$ cat src/rtl/button_event_if.sv
// Button event bus: debounced level in, registered event pulses out.
interface button_event_if;
    logic level_i;
    logic press_o;
    logic release_o;
    logic long_press_o;
    logic held_o;
    logic repeat_o;

    modport master (
        output level_i,
        input  press_o, release_o, long_press_o, held_o, repeat_o
    );

    modport slave (
        input  level_i,
        output press_o, release_o, long_press_o, held_o, repeat_o
    );
endinterface

$ cat src/rtl/button_event.sv
// Turns a debounced button level into press/release/long-press/held events.
// Define BUTTON_EVENT_AUTO_REPEAT_EN to enable auto-repeat pulses while held.
module button_event #(
    parameter int unsigned COUNTER_BITS  = 6,
    parameter int unsigned HOLD_CYCLES   = 50,
    parameter int unsigned REPEAT_CYCLES = 10
) (
    input  logic          clock_i,
    input  logic          reset_i,
    button_event_if.slave bus
);

    if ((HOLD_CYCLES < 2) || (REPEAT_CYCLES < 1) ||
        (HOLD_CYCLES >= 2 ** COUNTER_BITS) || (REPEAT_CYCLES >= 2 ** COUNTER_BITS))
    begin : gen_bad_params
        $error("button_event: invalid HOLD_CYCLES/REPEAT_CYCLES/COUNTER_BITS");
    end

    typedef enum logic [1:0] {StLockout, StIdle, StPressed, StHeld} state_e;

    // Counter holds edges-since-entry minus one, so reaching N-1 marks the Nth edge.
    localparam logic [COUNTER_BITS-1:0] HoldLast = COUNTER_BITS'(HOLD_CYCLES - 1);
`ifdef BUTTON_EVENT_AUTO_REPEAT_EN
    localparam logic [COUNTER_BITS-1:0] RepLast = COUNTER_BITS'(REPEAT_CYCLES - 1);
    logic repeat_q;
`endif

    state_e                  state_q;
    logic [COUNTER_BITS-1:0] cnt_q;
    logic                    press_q;
    logic                    release_q;
    logic                    long_q;
    logic                    held_q;

    always_ff @(posedge clock_i or posedge reset_i) begin
        if (reset_i) begin
            state_q   <= StLockout;
            cnt_q     <= '0;
            press_q   <= 1'b0;
            release_q <= 1'b0;
            long_q    <= 1'b0;
            held_q    <= 1'b0;
`ifdef BUTTON_EVENT_AUTO_REPEAT_EN
            repeat_q  <= 1'b0;
`endif
        end else begin
            press_q   <= 1'b0;
            release_q <= 1'b0;
            long_q    <= 1'b0;
`ifdef BUTTON_EVENT_AUTO_REPEAT_EN
            repeat_q  <= 1'b0;
`endif
            case (state_q)
                StLockout: begin
                    if (!bus.level_i) state_q <= StIdle;
                end
                StIdle: begin
                    if (bus.level_i) begin
                        state_q <= StPressed;
                        cnt_q   <= '0;
                        press_q <= 1'b1;
                    end
                end
                StPressed: begin
                    if (!bus.level_i) begin
                        state_q   <= StIdle;
                        release_q <= 1'b1;
                        cnt_q     <= '0;
                    end else if (cnt_q == HoldLast) begin
                        state_q <= StHeld;
                        long_q  <= 1'b1;
                        held_q  <= 1'b1;
                        cnt_q   <= '0;
                    end else begin
                        cnt_q <= cnt_q + 1'b1;
                    end
                end
                StHeld: begin
                    if (!bus.level_i) begin
                        state_q   <= StIdle;
                        release_q <= 1'b1;
                        held_q    <= 1'b0;
                        cnt_q     <= '0;
                    end
`ifdef BUTTON_EVENT_AUTO_REPEAT_EN
                    else if (cnt_q == RepLast) begin
                        repeat_q <= 1'b1;
                        cnt_q    <= '0;
                    end else begin
                        cnt_q <= cnt_q + 1'b1;
                    end
`endif
                end
                default: state_q <= StLockout;
            endcase
        end
    end

    assign bus.press_o      = press_q;
    assign bus.release_o    = release_q;
    assign bus.long_press_o = long_q;
    assign bus.held_o       = held_q;
`ifdef BUTTON_EVENT_AUTO_REPEAT_EN
    assign bus.repeat_o     = repeat_q;
`else
    assign bus.repeat_o     = 1'b0;
`endif

endmodule

$ cat src/flat_wrapper.sv
// flat-port wrapper written by rule: the top's interface ports become plain ports
module button_event_flat 
#(
    parameter int unsigned COUNTER_BITS  = 6,
    parameter int unsigned HOLD_CYCLES   = 50,
    parameter int unsigned REPEAT_CYCLES = 10
)
  (clock_i, reset_i, bus_level_i, bus_press_o, bus_release_o, bus_long_press_o, bus_held_o, bus_repeat_o);
  button_event_if bus_i ();
  input  logic clock_i;
  input  logic reset_i;
  input wire logic [$bits(bus_i.level_i)-1:0] bus_level_i;
  output wire logic [$bits(bus_i.press_o)-1:0] bus_press_o;
  output wire logic [$bits(bus_i.release_o)-1:0] bus_release_o;
  output wire logic [$bits(bus_i.long_press_o)-1:0] bus_long_press_o;
  output wire logic [$bits(bus_i.held_o)-1:0] bus_held_o;
  output wire logic [$bits(bus_i.repeat_o)-1:0] bus_repeat_o;
  assign bus_i.level_i = bus_level_i;
  assign bus_press_o = bus_i.press_o;
  assign bus_release_o = bus_i.release_o;
  assign bus_long_press_o = bus_i.long_press_o;
  assign bus_held_o = bus_i.held_o;
  assign bus_repeat_o = bus_i.repeat_o;
  button_event #(.COUNTER_BITS(COUNTER_BITS), .HOLD_CYCLES(HOLD_CYCLES), .REPEAT_CYCLES(REPEAT_CYCLES)) u_core (.clock_i(clock_i), .reset_i(reset_i), .bus(bus_i));
endmodule
$ cat config.mk
export PLATFORM = sky130hd
export DESIGN_NAME = button_event_flat
export DESIGN_NICKNAME = d
export VERILOG_FILES = /design/src/rtl/button_event_if.sv /design/src/rtl/button_event.sv /design/src/flat_wrapper.sv
export SDC_FILE = /design/constraint.sdc
export NUM_CORES = 1
export LEC_CHECK = 0
export BUFFER_PORTS_ARGS = -buffer_cell sky130_fd_sc_hd__buf_2
export CAP_MARGIN = 20
export CORE_MARGIN = 8
export CORE_UTILIZATION = 45
export DETAILED_ROUTE_END_ITERATION = 16
export GPL_TIMING_DRIVEN = 0
export SLEW_MARGIN = 10
export SYNTH_ARGS = -nofsm -noshare
export SYNTH_HDL_FRONTEND = slang
export SYNTH_SLANG_ARGS = --single-unit
$ cat constraint.sdc
create_clock -name clock_i -period 2.8 [get_ports clock_i]
set_input_delay 0.42 -clock clock_i [delete_from_list [all_inputs] [get_ports clock_i]]
set_output_delay 0.42 -clock clock_i [all_outputs]
set_load 0.01 [all_outputs]
==> qor.csv, run 1 <==
metric,value,unit
Pins Over Slew Limit,0,
Synth area leaders,"dfrtp_1, ha_1, o21ai_0, inv_1, nand2_1",
Final HPWL DP,886,um
Tightest Pin Transition,0.572,ns
CP max FO,10,
GRT Total Usage,0.0986,
Critical Path AT,2.06,ns
Synth area leader,dfrtp_1,
YS warnings,0,
share of layout cells above drive strength 1,0.160,
Peak Freq,0.538,GHz
CTS tree,done,
drt first pass iters,4,
total power,0.664,mW
Nets,90,
final setup vio count,0,
Post-synth top cells,"dfrtp_1, inv_1, nand2_1, o21ai_0",
post-route ant nets,0,
ys async rst share,1.00,
Clock Root Buffer,clkbuf_4,
GP Congestion,0.843,
CTS Buf Count,3,
Area Overhead vs Synth,12.0,%
number of buffers inserted by port buffering,5,
Yosys reg bits,12,
Leak,0.364,nW
initial DRC count,11,
busiest grt layer,met2,
met1 global-route usage,0.114,
final worst path period need,1.86,ns
dominant synthesized flop cell,dfrtp_1,
post-synth top area share,0.444,
Post-Place Cell Area,721,um^2
Initial Util,0.465,
first-pass GRT wire length,2.04,mm
R2R setup slack,0.94,ns
Synthesized Nets,80,
Worst Hold Slack,0.130,ns
CP required,3.00,ns
Max H-tree Level,1,
Top Ports,8,
# diodes,0,
relative slew slack,0.616,
initial antenna violation count,0,
GRT met2 Usage,0.136,
R2R cell count,6,
largest net degree at the start of global routing,13,
Vert. Die Dim,54.8,um
Worst IR Drop VDD,0.000427,V
via count,514,
grt total ovfl,0,
"Seq/Total Area, Yosys",0.444,
number of synthesized flops with an enable pin,0,
Via density,5.30,
hold_buf cts,0,
R2R Path Start,u_core.state_q[0]$_DFFE_PP0P_,
Worst Setup SP,u_core.state_q[0]$_DFFE_PP0P_,
clock sink count,12,
critical path type,register to register,
final worst-path cycle share,0.664,
clk slew on worst S/H paths,0.08,ns
type of origin of the critical path,register,
Sum Neg Setup Slack,0,ns
Core Rows,14,
met3 global-route usage,0.0489,
CORE AREA,1450,um^2
worst r2r dst,u_core.cnt_q[5]$_DFFE_PP0P_,
hold crit path type,primary input to async pin,
final hold vios,0,
post_cts resized,0,
Max-cap violations,0,
drt total wl,1.18,mm
unrepaired setup endpoints after global routing,false,
Post CTS Setup Buffer Count,0,
Final Cell Area,757,um^2
Avg WL per Cell,12.2,um
Mean Syn Cell Area,9.38,um^2
full die area,3000,um^2
Power Dens Cells,877,nW/um^2
Setup crit end kind,register,
status,"complete, no violations",
vias in the first global route,470,
most numerous cell in the Yosys netlist,dfrtp_1,
Max clock buf depth,2,
Critical Path Sink,u_core.cnt_q[5]$_DFFE_PP0P_,
Post-Syn Area,676,um^2
chip width,54.8,um
post-synth cell types,25,
Syn Inst Count,72,
worst skew pair latency,0.28,ns
Clock Skew,0.000687,ns
drc violations,0,
==> worst min-delay path by stage <==
stage | to | slack (ns) | cells past startpoint
floorplan | u_core.bus.held_o$_DFFE_PP0P_ | 0.28 | 1
global placement | u_core.cnt_q[4]$_DFFE_PP0P_ | 0.44 | 2
detailed placement | u_core.cnt_q[5]$_DFFE_PP0P_ | 0.45 | 2
CTS | u_core.cnt_q[4]$_DFFE_PP0P_ | 0.13 | 2
global route | u_core.cnt_q[4]$_DFFE_PP0P_ | 0.18 | 2
finish | u_core.cnt_q[5]$_DFFE_PP0P_ | 0.13 | 2
==> worst max-delay path, cell delays in order, from the launching register on <==
cell and delay, ns:
dfrtp_1 0.40, inv_1 0.07, ha_1 0.33, mux2i_1 0.12, o21ai_1 0.22, or4_1 0.55
o21ai_0 0.08
==> metrics by stage <==
step,util,worst slack (ns),std cells
final,0.521,0.940,97
after global routing,0.521,0.840,97
after CTS,0.521,0.935,97
after detailed placement,0.496,0.951,93
after global placement,0.496,0.964,93
after floorplan,-,1.11,72
==> where the power goes <==
group / switching [mW] / leakage, nW / total, mW / internal (mW)
Sequential: 0.0271 / 0.158 / 0.236 / 0.209
Combinational: 0.164 / 0.185 / 0.287 / 0.123
Clock: 0.0625 / 0.0210 / 0.142 / 0.0791
==> sequential cells by signal, summed over array words and instances (netlist names) <==
name and cells:
u_core.bus.release_o 1, u_core.bus.press_o 1, u_core.bus.held_o 1, u_core.state_q 2
u_core.cnt_q 6, u_core.bus.long_press_o 1
==> layout by cell type, fill, tap and decap left out, drive strengths merged, types with 3 or more instances in the layout <==
cell / n
dfrtp: 12
inv: 8
o21ai: 7
nand2: 6
buf: 6
nor2: 5
ha: 5
clkbuf: 5
a21oi: 4
nand3: 4
nand2b: 3
==> layer usage <==
metal,vias up,wire [um],part of all wire
met5,-,0,0
met1,231,586,0.50
li1,269,-,-
met3,4,83,0.070
met4,0,20,0.017
met2,10,489,0.41
==> cell type report <==
class,instances,area [um^2]
well taps,16,20.0
plain buffers,2,11.3
inverters,8,30.0
multi-input cells,50,334
flip-flops and latches,12,300
clock buffers,4,36.3
fillers,148,697
repair buffers,5,25.0
==> cell families (layout without fill, tap and decap cells) <==
| kind of cell | Yosys count | after routing | share of synthesized area |
|---|---|---|---|
| AOI/OAI and AO/OA | 20 | 20 | 0.196 |
| adders and majority gates | 5 | 5 | 0.0926 |
| buffers and inverters | 10 | 19 | 0.0611 |
| DFF | 12 | 12 | 0.444 |
| muxes | 1 | 1 | 0.0148 |
| other | 1 | 1 | 0.00555 |
| and+or+nand+nor | 23 | 23 | 0.185 |
Note: power is estimated with default switching activity, not from simulation.
==> inputs of run 2 (changes only) <==
--- a/config.mk
+++ b/config.mk
@@ -11,6 +11,7 @@
 export CORE_UTILIZATION = 45
 export DETAILED_ROUTE_END_ITERATION = 16
 export GPL_TIMING_DRIVEN = 0
+export PLACE_DENSITY = 0.67
 export SLEW_MARGIN = 10
 export SYNTH_ARGS = -nofsm -noshare
 export SYNTH_HDL_FRONTEND = slang
==> constraint.sdc (replaced) <==
create_clock -name clock_i -period 1.5 [get_ports clock_i]
set_input_delay 0.225 -clock clock_i [delete_from_list [all_inputs] [get_ports clock_i]]
set_output_delay 0.225 -clock clock_i [all_outputs]
set_load 0.01 [all_outputs]
==> qor.csv, run 2 (synthesized netlist as in run 1, its figures left out) <==
metric,value,unit,change
fill cell count,114,,-23%
unrepaired setup endpoints after global routing,true,,
Place WS,-0.147,ns,-1.10 ns
Flop pwr share,0.260,,-0.095
type of origin of the critical path,register,,
CTS Buf Count,3,,unchanged
Switch Pwr,0.668,mW,+160%
CORE AREA,1450,um^2,unchanged
combinational fraction of design power,0.596,,+0.165
"commonest cells after routing, fill and taps aside","buf_4, dfrtp_1, inv_1",,
CTS tree,done,,
R2R Path Start,u_core.state_q[0]$_DFFE_PP0P_,,
status,"complete, but fails checks",,
final hold vios,0,,unchanged
Sum Neg Setup Slack,-0.490,ns,-0.490 ns
GRT met2 Usage,0.181,,+0.0453
register area,303,um^2,+0.83%
met3 global-route usage,0.0109,,-0.0380
Final Cell Area,941,um^2,+24%
Pins Over Slew Limit,0,,unchanged
Final HPWL DP,956,um,+7.9%
slack of the critical path,-0.133,ns,-1.07 ns
Area Overhead vs Synth,39.3,%,
GP Congestion,0.770,,-8.7%
grt total ovfl,0,,unchanged
drt total wl,1.63,mm,+38%
Largest Register,u_core.cnt_q,,
Via density,5.50,,+3.7%
placed insts,93,,unchanged
Initial Util,0.465,,unchanged
CP max FO,6,,-4
Top Ports,8,,unchanged
Max clock buf depth,2,,unchanged
Core Rows,14,,unchanged
relative slew slack,0.636,,+0.0199
number of buffers inserted by port buffering,5,,unchanged
initial DRC count,16,,+5
Setup crit end kind,register,,
clock sink count,12,,unchanged
clk slew on worst S/H paths,0.08,ns,about the same
Worst Hold Slack,0.421,ns,+0.291 ns
Final Non-Filler Cells,113,,+16%
final worst-path cycle share,1.09,,+0.424
Peak Freq,0.613,GHz,+14%
initial antenna violation count,0,,unchanged
area of the multi-input gates,393,um^2,+18%
drt first pass iters,4,,unchanged
final worst path period need,1.63,ns,-0.227 ns
Leak,0.445,nW,+22%
worst skew pair latency,0.27,ns,about the same
Clock Root Buffer,clkbuf_4,,
biggest regs,"u_core.cnt_q (6), u_core.state_q (2)",,
largest net degree at the start of global routing,13,,unchanged
Critical Path AT,1.83,ns,-0.23 ns
Power Dens Cells,1910,nW/um^2,+120%
clock power share,0.143,,-0.070
hold crit path type,primary input to register,,
failing checks,negative setup slack,,
Avg WL per Cell,14.4,um,+19%
Worst IR Drop VDD,0.00147,V,+250%
Post-Place Cell Area,742,um^2,+3.0%
Tightest Pin Transition,0.546,ns,-0.0260 ns
final setup vio count,6,,+6
share of layout cells above drive strength 1,0.392,,+0.231
post-route ant nets,0,,unchanged
# diodes,0,,unchanged
Max H-tree Level,1,,unchanged
met1 global-route usage,0.140,,+0.0255
chip width,54.8,um,unchanged
vias in the first global route,606,,+29%
via count,621,,+21%
Largest register FFs,6,,unchanged
total power,1.79,mW,+170%
Clock Skew,0.00212,ns,+0.00143 ns
Vert. Die Dim,54.8,um,unchanged
Switching Share,0.372,,-0.00923
Nets,106,,+18%
"most common cell after layout, fill and taps aside",buf_4,,
Max-cap violations,0,,unchanged
Worst Hold Launch,bus_level_i,,
first-pass GRT wire length,2.54,mm,+24%
CP required,1.70,ns,-1.30 ns
Worst Setup SP,u_core.state_q[0]$_DFFE_PP0P_,,
P_int,1.13,mW,+170%
full die area,3000,um^2,unchanged
GRT Total Usage,0.113,,+0.0143
busiest grt layer,met2,,
critical path type,register to register,,
drc violations,0,,unchanged
Util after Layout,0.647,,+0.127
==> run 2: cell types whose count changed in the layout (fill, tap and decap cells not counted), moves of 2 or more <==
cell	delta
o21ai_0	-2
ha_1	-3
ha_4	+2
buf_4	+15
dfrtp_2	+2
dfrtp_1	-2
==> run 2: final cells by class <==
class,instances,area share
Inverter,8,0.0319
Multi-Input combinational cell,50,0.418
Buffer,2,0.0120
Clock buffer,4,0.0386
Sequential cell,12,0.322
Timing Repair Buffer,21,0.157
Tap cell,16,0.0213
==> run 2: metal layers <==
metal  share of wire  routed length, um
met1            0.41                674
met2            0.51                829
met3           0.051                 83
met4           0.025                 41
met5               0                  0
==> run 2: power groups by stage <==
| stage | Combinational [mW] | Clock [mW] | Sequential, mW |
|---|---|---|---|
| after floorplan | 0.456 | 0 | 0.464 |
| after global placement | 0.585 | 0 | 0.459 |
| after detailed placement | 0.605 | 0 | 0.461 |
| after CTS | 0.866 | 0.266 | 0.448 |
| after global routing | 1.15 | 0.283 | 0.476 |
| final | 1.07 | 0.257 | 0.467 |
==> run 2: path summary, 6_finish.rpt <==
path                                                endpoint  slack [ns]  cells after the start
hold / removal                u_core.bus.release_o$_DFF_PP0_        0.42                      2
max in group asynchronous      u_core.state_q[1]$_DFFE_PP0P_        0.65                      3
setup / recovery                 u_core.cnt_q[5]$_DFFE_PP0P_       -0.13                      6
setup reg to reg                 u_core.cnt_q[5]$_DFFE_PP0P_       -0.13                      6
hold reg to reg                  u_core.cnt_q[2]$_DFFE_PP0P_        0.57                      1
min in group asynchronous  u_core.bus.long_press_o$_DFF_PP0_        0.51                      3
==> run 2: timing repair <==
action / CTS / global route
pin swaps: 2 / 1
setup buffers: 14 / 1
hold endpoints to repair: 12 / 0
setup endpoints to repair: 3 / 7
hold buffers: 1 / 0
gates resized for setup: 0 / 9
==> run 2: critical path, cell delays in order (launching register included) <==
cell	delay [ns]
dfrtp_2	0.45
inv_2	0.09
ha_4	0.21
mux2i_4	0.19
o21ai_4	0.11
or4_1	0.42
o21ai_1	0.08
==> inputs of run 3 (changes only) <==
--- a/config.mk
+++ b/config.mk
@@ -5,13 +5,14 @@
 export SDC_FILE = /design/constraint.sdc
 export NUM_CORES = 1
 export LEC_CHECK = 0
+export ABC_AREA = 1
 export BUFFER_PORTS_ARGS = -buffer_cell sky130_fd_sc_hd__buf_2
 export CAP_MARGIN = 20
 export CORE_MARGIN = 8
 export CORE_UTILIZATION = 45
 export DETAILED_ROUTE_END_ITERATION = 16
 export GPL_TIMING_DRIVEN = 0
-export PLACE_DENSITY = 0.67
+export PLACE_DENSITY = 0.66
 export SLEW_MARGIN = 10
 export SYNTH_ARGS = -nofsm -noshare
 export SYNTH_HDL_FRONTEND = slang
==> qor.csv, run 3 <==
metric,value,unit,change
largest net degree at the start of global routing,13,,unchanged
Mean Syn Cell Area,7.68,um^2,-18%
"most common cell after layout, fill and taps aside",nand2_1,,
Clock Root Buffer,clkbuf_4,,
R2R cell count,8,,+2
Syn Inst Count,94,,+31%
dominant synthesized flop cell,dfrtp_1,,
Avg WL per Cell,10.2,um,-29%
Worst Hold Launch,bus_level_i,,
Top Ports,8,,unchanged
Critical Path AT,1.53,ns,-0.30 ns
CP max FO,6,,unchanged
GRT Total Usage,0.0840,,-0.0289
first-pass GRT wire length,2.18,mm,-14%
CP required,1.66,ns,-0.04 ns
"Seq/Total Area, Yosys",0.416,,-0.0285
status,"complete, no violations",,
Min-Delay Endpoint,u_core.bus.release_o$_DFF_PP0_,,
vias in the first global route,552,,-8.9%
Clock Skew,0.000292,ns,-0.00182 ns
ys async rst share,1.00,,unchanged
Final Cell Area,836,um^2,-11%
Sum Neg Setup Slack,0,ns,+0.490 ns
Power Dens Cells,1750,nW/um^2,-8.2%
Nets,114,,+7.5%
"commonest cells after routing, fill and taps aside","nand2_1, nor2_1, inv_1",,
Final HPWL DP,957,um,+0.16%
Vert. Die Dim,56.1,um,+2.4%
Largest Register,u_core.cnt_q,,
Synth Area in XOR/XNOR,0,,unchanged
grt total ovfl,0,,unchanged
initial DRC count,11,,-5
Final Non-Filler Cells,121,,+7.1%
post-synth top area share,0.416,,-0.0285
post-route ant nets,0,,unchanged
Peak Freq,0.732,GHz,+20%
Worst IR Drop VDD,0.000888,V,-40%
Post-Synth Adder-Cell Area,0.0867,,-0.00594
clock sink count,12,,unchanged
initial antenna violation count,0,,unchanged
Post-Place Cell Area,772,um^2,+4.0%
full die area,3140,um^2,+4.8%
Initial Util,0.479,,+0.0145
worst skew pair latency,0.27,ns,about the same
most numerous cell in the Yosys netlist,nand2_1,,
CORE AREA,1510,um^2,+3.6%
Core Rows,14,,unchanged
Post-synth top cells,"nand2_1, nor2_1, inv_1",,
Leak,0.465,nW,+4.7%
Via density,4.75,,-14%
slack of the critical path,0.134,ns,+0.266 ns
biggest regs,"u_core.cnt_q (6), u_core.state_q (2)",,
Place WS,0.0704,ns,+0.218 ns
chip width,56.1,um,+2.4%
share of layout cells above drive strength 1,0.229,,-0.163
Util after Layout,0.555,,-0.0923
Area Overhead vs Synth,15.8,%,
Yosys reg bits,12,,unchanged
met3 global-route usage,0.0388,,+0.0279
Pins Over Slew Limit,0,,unchanged
drt first pass iters,2,,-2
fill cell count,148,,+30%
post-synth cell types,19,,-24%
CTS Buf Count,3,,unchanged
Max H-tree Level,1,,unchanged
Compound-Gate Fraction of Synth Area,0.0555,,-0.141
Largest register FFs,6,,unchanged
critical path type,register to register,,
Synthesized Nets,102,,+28%
Synth area leaders,"dfrtp_1, nand2_1, ha_1, nor2_1, inv_1",,
R2R setup slack,0.13,ns,+0.27 ns
Post-Synth Simple-Gate Area,0.354,,+0.168
YS warnings,0,,unchanged
type of origin of the critical path,register,,
Max-cap violations,0,,unchanged
CTS tree,done,,
via count,575,,-7.4%
number of buffers inserted by port buffering,6,,+1
final worst path period need,1.37,ns,-0.266 ns
GRT met2 Usage,0.138,,-0.0433
Synth area leader,dfrtp_1,,
met1 global-route usage,0.0840,,-0.0557
final hold vios,0,,unchanged
hold crit path type,primary input to register,,
Post-Syn Area,722,um^2,+6.9%
final worst-path cycle share,0.911,,-0.178
drc violations,0,,unchanged
hold path cells,2,,unchanged
worst r2r dst,u_core.cnt_q[3]$_DFFE_PP0P_,,
drt total wl,1.24,mm,-24%
mux share of post-synthesis cell area,0,,-0.0148
number of synthesized flops with an enable pin,0,,unchanged
# diodes,0,,unchanged
R2R Path Start,u_core.state_q[1]$_DFFE_PP0P_,,
Max clock buf depth,2,,unchanged
final setup vio count,0,,-6
placed insts,116,,+25%
GP Congestion,0.757,,-1.6%
Setup crit end kind,register,,
clk slew on worst S/H paths,0.08,ns,about the same
largest family of logic cells by synthesized area,simple AND/OR/NAND/NOR gates,,
busiest grt layer,met2,,
run 3: worst max-delay path by stage:
stage | slack [ns] | endpoint | from
global route | -0.01 | u_core.cnt_q[4]$_DFFE_PP0P_ | u_core.state_q[1]$_DFFE_PP0P_
floorplan | 0.19 | u_core.cnt_q[4]$_DFFE_PP0P_ | u_core.state_q[0]$_DFFE_PP0P_
detailed placement | 0.07 | u_core.cnt_q[3]$_DFFE_PP0P_ | u_core.state_q[0]$_DFFE_PP0P_
global placement | 0.09 | u_core.cnt_q[3]$_DFFE_PP0P_ | u_core.state_q[0]$_DFFE_PP0P_
CTS | 0.06 | u_core.cnt_q[3]$_DFFE_PP0P_ | u_core.state_q[0]$_DFFE_PP0P_
finish | 0.13 | u_core.cnt_q[3]$_DFFE_PP0P_ | u_core.state_q[1]$_DFFE_PP0P_
run 3: metal layers:
metal | vias to the layer above | routed length, um
met5 | - | 0
met4 | 0 | 10
met3 | 2 | 74
met2 | 8 | 566
met1 | 253 | 583
li1 | 312 | -
run 3: cell families (layout without fill, tap and decap cells):
group           Yosys count  in the layout
flops                    12             12
other cells               1              1
fa+ha+maj                 5              5
compound gates            6              6
simple gates             55             55
buf+inv                  15             26
run 3: layout make-up:
cell class / instances / area [um^2] / area share
buffer: 1 / 7.51 / 0.00898
clock buffer: 4 / 36.3 / 0.0434
inverter: 14 / 52.6 / 0.0629
multi-input combinational: 67 / 379 / 0.454
sequential: 12 / 300 / 0.359
tap: 16 / 20.0 / 0.0240
timing repair buffer: 7 / 40.0 / 0.0479
run 3: power by group:
part	leakage [nW]	total, mW	switching [mW]	internal [mW]
clock network	0.0210	0.254	0.106	0.147
logic	0.283	0.765	0.457	0.308
registers	0.161	0.445	0.0584	0.387
run 3: stage by stage:
step	total power [mW]	hold WS, ns
floorplan	1.02	0.0897
global placement	1.14	0.252
detailed placement	1.15	0.253
CTS	1.42	0.168
global route	1.60	0.183
finish	1.46	0.188
run 3: timing repair:
item,CTS,global route
buffers inserted,0,0
hold buffers,1,0
endpoints found under the hold margin,12,0
setup endpoints to repair,0,6
gates resized for setup,0,3
run 3: critical path, cell delays in order, from the launching register on:
cell and delay, ns:
dfrtp_1 0.42, inv_1 0.06, ha_1 0.23, nand2_4 0.12, nand3_2 0.12, nor2_1 0.14, nand2_1 0.06, nand2_1 0.06
nor2_1 0.04
